$ cat src/rtl/gen3_frame_parser.sv
`default_nettype none
// ============================================================================
// Module  : gen3_frame_parser
// Purpose : Gen3 receive framing parser, N_BYTES descrambled bytes per beat.
//           Tags every byte with a type code and flags framing errors.
// Rev     : 1.0  initial release
// ============================================================================
module gen3_frame_parser #(
  parameter int N_BYTES    = 4,
  parameter int LEN_W      = 11,
  parameter int MIN_TLP_DW = 5
) (
  input  logic                   clk,
  input  logic                   rst,
  input  logic                   valid_in,
  input  logic                   block_start_in,
  input  logic [1:0]             sync_header_in,
  input  logic [8*N_BYTES-1:0]   data_in,
  output logic                   valid_out,
  output logic [8*N_BYTES-1:0]   data_out,
  output logic [6*N_BYTES-1:0]   type_out,
  output logic                   framing_err,
  output logic                   tlp_done,
  output logic                   dllp_done
);

  localparam int REM_W = LEN_W + 2;

  localparam logic [5:0] C_T_NOT_VALID = 6'b000000;
  localparam logic [5:0] C_T_DATA      = 6'b100000;
  localparam logic [5:0] C_T_TLPSTART  = 6'b010000;
  localparam logic [5:0] C_T_TLPEND    = 6'b101000;
  localparam logic [5:0] C_T_DLLPSTART = 6'b000010;
  localparam logic [5:0] C_T_DLLPEND   = 6'b100100;
  localparam logic [5:0] C_T_TLPEDB    = 6'b000001;

  localparam logic [7:0] C_SDP_TOKEN1  = 8'hF0;
  localparam logic [7:0] C_SDP_TOKEN2  = 8'hAC;
  localparam logic [7:0] C_EDB_SYMBOL  = 8'hC0;
  localparam logic [1:0] C_SYNC_DATA   = 2'b01;

  typedef enum logic [2:0] {
    S_IDLE      = 3'd0,
    S_STP1      = 3'd1,
    S_STP2      = 3'd2,
    S_STP3      = 3'd3,
    S_TLP_BODY  = 3'd4,
    S_SDP1      = 3'd5,
    S_DLLP_BODY = 3'd6
  } state_t;

  state_t             r_state;
  logic [LEN_W-1:0]   r_len;
  logic [REM_W-1:0]   r_remaining;
  logic [2:0]         r_edb_run;
  logic               r_blk_is_data;

  state_t             w_state;
  logic [LEN_W-1:0]   w_len;
  logic [REM_W-1:0]   w_rem;
  logic [2:0]         w_edb;
  logic [2:0]         w_edb_nx;
  logic [7:0]         w_byte;
  logic               w_blk_is_data;
  logic [6*N_BYTES-1:0] w_type;
  logic               w_err;
  logic               w_tlp_done;
  logic               w_dllp_done;

  // Byte walk: each byte advances the framing state left by the byte before it.
  always_comb begin
    w_blk_is_data = r_blk_is_data;
    if (valid_in && block_start_in) begin
      w_blk_is_data = (sync_header_in == C_SYNC_DATA);
    end

    w_state     = r_state;
    w_len       = r_len;
    w_rem       = r_remaining;
    w_edb       = r_edb_run;
    w_edb_nx    = 3'd0;
    w_byte      = 8'h00;
    w_type      = '0;
    w_err       = 1'b0;
    w_tlp_done  = 1'b0;
    w_dllp_done = 1'b0;

    if (valid_in) begin
      if (!w_blk_is_data) begin
        if (r_state != S_IDLE) begin
          w_err   = 1'b1;
          w_state = S_IDLE;
          w_rem   = '0;
          w_edb   = 3'd0;
        end
      end else begin
        for (int i = 0; i < N_BYTES; i++) begin
          w_byte = data_in[8*i +: 8];
          w_type[6*i +: 6] = C_T_NOT_VALID;
          case (w_state)
            S_IDLE: begin
              if (w_byte == 8'h00) begin
                w_state = S_IDLE;
              end else if (w_byte[3:0] == 4'hF) begin
                w_len[3:0] = w_byte[7:4];
                w_state    = S_STP1;
              end else if (w_byte == C_SDP_TOKEN1) begin
                w_state = S_SDP1;
              end else begin
                w_err = 1'b1;
              end
            end
            S_STP1: begin
              w_len[LEN_W-1:4] = w_byte[LEN_W-5:0];
              w_state          = S_STP2;
            end
            S_STP2: begin
              w_state = S_STP3;
            end
            S_STP3: begin
              w_type[6*i +: 6] = C_T_TLPSTART;
              w_rem            = {w_len, 2'b00} - REM_W'(4);
              w_edb            = 3'd0;
              if (w_len < LEN_W'(MIN_TLP_DW)) begin
                w_err   = 1'b1;
                w_state = S_IDLE;
              end else begin
                w_state = S_TLP_BODY;
              end
            end
            S_TLP_BODY: begin
              if (w_byte == C_EDB_SYMBOL) begin
                w_edb_nx = (w_edb == 3'd7) ? 3'd7 : w_edb + 3'd1;
              end else begin
                w_edb_nx = 3'd0;
              end
              w_edb = w_edb_nx;
              if (w_rem > REM_W'(1)) begin
                w_type[6*i +: 6] = C_T_DATA;
                w_rem            = w_rem - REM_W'(1);
              end else begin
                // Four trailing EDB symbols mark the TLP as nullified.
                if (w_edb_nx >= 3'd4) begin
                  w_type[6*i +: 6] = C_T_TLPEDB;
                end else begin
                  w_type[6*i +: 6] = C_T_TLPEND;
                  w_tlp_done       = 1'b1;
                end
                w_rem   = '0;
                w_state = S_IDLE;
              end
            end
            S_SDP1: begin
              if (w_byte == C_SDP_TOKEN2) begin
                w_type[6*i +: 6] = C_T_DLLPSTART;
                w_rem            = REM_W'(6);
                w_state          = S_DLLP_BODY;
              end else begin
                w_err   = 1'b1;
                w_state = S_IDLE;
              end
            end
            S_DLLP_BODY: begin
              if (w_rem > REM_W'(1)) begin
                w_type[6*i +: 6] = C_T_DATA;
                w_rem            = w_rem - REM_W'(1);
              end else begin
                w_type[6*i +: 6] = C_T_DLLPEND;
                w_dllp_done      = 1'b1;
                w_rem            = '0;
                w_state          = S_IDLE;
              end
            end
            default: begin
              w_state = S_IDLE;
            end
          endcase
        end
      end
    end
  end

  always_ff @(posedge clk or negedge rst) begin
    if (!rst) begin
      r_state       <= S_IDLE;
      r_len         <= '0;
      r_remaining   <= '0;
      r_edb_run     <= 3'd0;
      r_blk_is_data <= 1'b0;
      valid_out     <= 1'b0;
      data_out      <= '0;
      type_out      <= '0;
      framing_err   <= 1'b0;
      tlp_done      <= 1'b0;
      dllp_done     <= 1'b0;
    end else begin
      r_state       <= w_state;
      r_len         <= w_len;
      r_remaining   <= w_rem;
      r_edb_run     <= w_edb;
      r_blk_is_data <= w_blk_is_data;
      valid_out     <= valid_in;
      data_out      <= data_in;
      type_out      <= w_type;
      framing_err   <= w_err;
      tlp_done      <= w_tlp_done;
      dllp_done     <= w_dllp_done;
    end
  end

endmodule
`default_nettype wire

$ cat config.mk
export PLATFORM = sky130hd
export DESIGN_NAME = gen3_frame_parser
export DESIGN_NICKNAME = d
export VERILOG_FILES = /design/src/rtl/gen3_frame_parser.sv
export SDC_FILE = /design/constraint.sdc
export NUM_CORES = 1
export LEC_CHECK = 0
export ABC_CLOCK_PERIOD_IN_PS = 18610
export BUFFER_PORTS_ARGS = -buffer_cell sky130_fd_sc_hd__buf_2
export CORE_UTILIZATION = 49
export DETAILED_ROUTE_END_ITERATION = 8
export HOLD_SLACK_MARGIN = 0.02
export PLACE_DENSITY = 0.66
export SETUP_SLACK_MARGIN = 0.5
export SYNTH_ARGS = -nofsm -noshare
export SYNTH_HDL_FRONTEND = slang
export SYNTH_SLANG_ARGS = --single-unit
$ cat constraint.sdc
create_clock -name clk -period 18.61 [get_ports clk]
set_input_delay 2.7915 -clock clk [delete_from_list [all_inputs] [get_ports clk]]
set_output_delay 2.7915 -clock clk [all_outputs]
set_load 0.005 [all_outputs]
==> key figures <==
Run status
  • Status: finished, final reports clean

Global routing
  • Total Routing Usage GR: 37.2%
  • Total grt overflow: 0
  • Largest net degree at the start of global routing: 72
  • Vias in the first global route: 8350
  • First-pass GRT wire length: 49900 um
  • Initial antenna violation count: 0

Placement
  • Port-buffer cells: 97
  • RePlAce Congestion: 0.993
  • Post-DP HPWL: 26100 um
  • Post-Place Setup Slack: 9610 ps

Floorplanning
  • Die height: 134 um
  • Core area: 16800 um2
  • Die area: 17900 um2
  • Cell row count: 47
  • Ports: 98
  • Die Wd: 134 um
  • Initial Utilization: 50.7%

Run
  • Max_cap viols: 0

Clock network
  • Worst-case clock buffer depth: 2
  • Clock Latency Late Sink: 360 ps
  • Total setup buffers inserted after CTS: 0
  • Post-CTS sizing: 0
  • Hold_buf cts: 0
  • CTS Root Cell: clkbuf_16
  • CTS tree: yes
  • CTS buffer count: 9
  • Clk slew on worst S/H paths: 80 ps
  • CTS Sinks: 91
  • H-tree depth: 3

Logic synthesis
  • Largest family of logic cells by synthesized area: simple AND/OR/NAND/NOR gates
  • Async SR Flop Fraction: 100%
  • Synth area leaders: dfrtp_1, nand2_1, o21ai_0
  • Synth Area per Inst: 7.87 um2
  • Post-synthesis mux area share: 5.08%
  • Yosys Warn Count: 0
  • Post-synth cell types: 99
  • Synth Area in Adders: 2.36%
  • Post-synthesis simple-gate area fraction: 30.3%
  • Post-synth top area share: 26.8%
  • Synth Area in Compound Gates: 27.3%
  • Dominant cell type by area after synthesis: dfrtp_1
  • XOR/XNOR share of the synthesized area: 4.02%
  • Synth Instances: 1079
  • Sequential area share after synthesis: 26.8%
  • Mapped Nets: 1133
  • Register bit total from synthesis: 91
  • Number of synthesized flops with an enable pin: 0
  • Cell area after synthesis: 8490 um2
  • Synth Flop Type: dfrtp_1

Timing
  • Tcrit/Tclk final: 46.9%
  • Fmax: 115 MHz
  • Unrepaired setup endpoints after global routing: false
  • Least-Margin Pin Slew: 1040 ps
  • Final Critical Period: 8730 ps
  • Clock skew: 13.2 ps
  • Min setup slack post-route: 9880 ps
  • Rel. slew slack: 30.3%
  • Final Setup Violations: 0
  • Post-route setup TNS: 0 ps
  • Slew Limit Fails: 0
  • Hold Vio Cnt, Final: 0

Detailed routing
  • Drt wl/cell: 24.1 um
  • Vias per cell: 6.79
  • Number of remaining DRC errors: 0
  • 1st-pass router iterations: 5
  • DR vias: 9247
  • Initial drt markers: 1176
  • Wirelength, routed: 32900 um
  • Post-route ant nets: 0

Finish
  • Most frequent cells in the layout: nand2_1, nor2_1, buf_2, dfrtp_1, o21ai_0
  • NumNets Final: 1191
  • Number of diodes: 0
  • Share of cells above drive strength 1: 16.7%
  • Area growth syn-to-layout: 10.3%
  • Commonest non-fill, non-tap cell in the layout: nand2_1

Setup path
  • Slowest CP cell: a22oi_1
  • Crit path max fanout: 13
  • WP data required: 18850 ps
  • CP Cell Sequence: buf_2 > nand4bb_1 > o21ai_2 > nand2_1 > a211oi_2 > nand3_1 > nor4_1 > a21oi_2 > a22oi_1 > ha_1 > inv_1 > a2111oi_4 > a21oi_2 > a22oi_1 > a21oi_1 > inv_1 > ha_1 > or4b_1 > a21o_1 > or3_4 > nor3_2 > mux2i_1 > o21ai_1
  • CP endpoint kind: flip-flop
  • Max stage delay on crit path: 500 ps
  • Worst Path Arrival: 8970 ps
  • Reg-to-reg slack, setup: 11590 ps
  • Critical path type: in2reg
  • CP Launch Type: primary input

Hold path
  • Worst min path class: reg2reg
final timing paths:
kind,to,cells after the start,from
max reg2reg,r_remaining[8],22,r_state[1]
max,r_remaining[8],23,data_in[1]
max in group asynchronous,r_remaining[4],2,rst
min reg2reg,r_edb_run[1],1,r_edb_run[1]
min in group asynchronous,valid_out,1,rst
min,r_edb_run[1],1,r_edb_run[1]
Yosys cell counts, types with 7 or more instances:
| library cell | instances |
|---|---|
| clkbuf_1 | 42 |
| and4_1 | 8 |
| nand4_1 | 20 |
| o21a_1 | 7 |
| a211oi_2 | 7 |
| or4_1 | 8 |
| and2_1 | 18 |
| buf_2 | 8 |
| nor4_1 | 18 |
| nand2_1 | 119 |
| a211oi_1 | 12 |
| and3_1 | 11 |
| nor2b_1 | 11 |
| xnor2_1 | 28 |
| nor2_1 | 98 |
| inv_1 | 25 |
| or2_2 | 12 |
| a31oi_1 | 11 |
| mux2_2 | 9 |
| xor2_1 | 11 |
| nand3_1 | 30 |
| a22oi_1 | 9 |
| nand2b_1 | 10 |
| o21ai_0 | 74 |
| a21o_1 | 13 |
| o31ai_1 | 7 |
| or3_1 | 9 |
| dfrtp_1 | 91 |
| o21ai_1 | 17 |
| nor3_1 | 40 |
| o211ai_1 | 18 |
| nor3b_1 | 8 |
| mux2i_1 | 33 |
| ha_1 | 16 |
| a21oi_1 | 64 |
registers in the layout, summed over array words and instances (netlist names):
signal and cells:
data_out 32, type_out 24, r_remaining 13, r_len 11
r_edb_run 3, r_state 3, dllp_done 1, framing_err 1
r_blk_is_data 1, tlp_done 1, valid_out 1
routing by layer:
layer,vias up,GRT usage [%],wire length [um]
met4,0,16.2,1460
met5,-,0,0
met2,575,56.0,14300
met1,4396,52.0,13900
met3,97,6.54,3260
li1,4179,-,-
through the flow:
step	cells	hold WS [ps]	utilization, %	area (um2)
2_1_floorplan	1079	523	-	8490
3_3_place_gp	1346	564	54.1	9070
3_5_place_dp	1346	568	54.1	9070
4_1_cts	1362	583	55.9	9370
5_1_grt	1362	624	55.9	9370
6_report	1362	590	55.9	9370
cell families after synthesis:
family,Yosys count
compound gates,334
xor+xnor,39
fa+ha+maj,16
buf+inv,84
flops,91
mux,42
simple gates,473
cell type report:
cell class / instances / area (um2)
Clock buffer: 9 / 225
Clock inverter: 7 / 72.6
Fill cell: 1646 / 7390
Inverter: 25 / 93.8
Multi-Input combinational cell: 904 / 5870
Sequential cell: 91 / 2280
Tap cell: 220 / 275
Timing Repair Buffer: 106 / 556
critical path: cells and delay by family:
family | cells | cell delay, ps
AO/OA/AOI/OAI | 10 | 2920
AND/OR/NAND/NOR | 7 | 2290
adder cells (fa/ha/maj) | 2 | 410
buffers and inverters | 3 | 350
multiplexers | 1 | 210
Power is not shown: default switching activity piles up to over one toggle a cycle in this logic, so the estimate is an artifact.
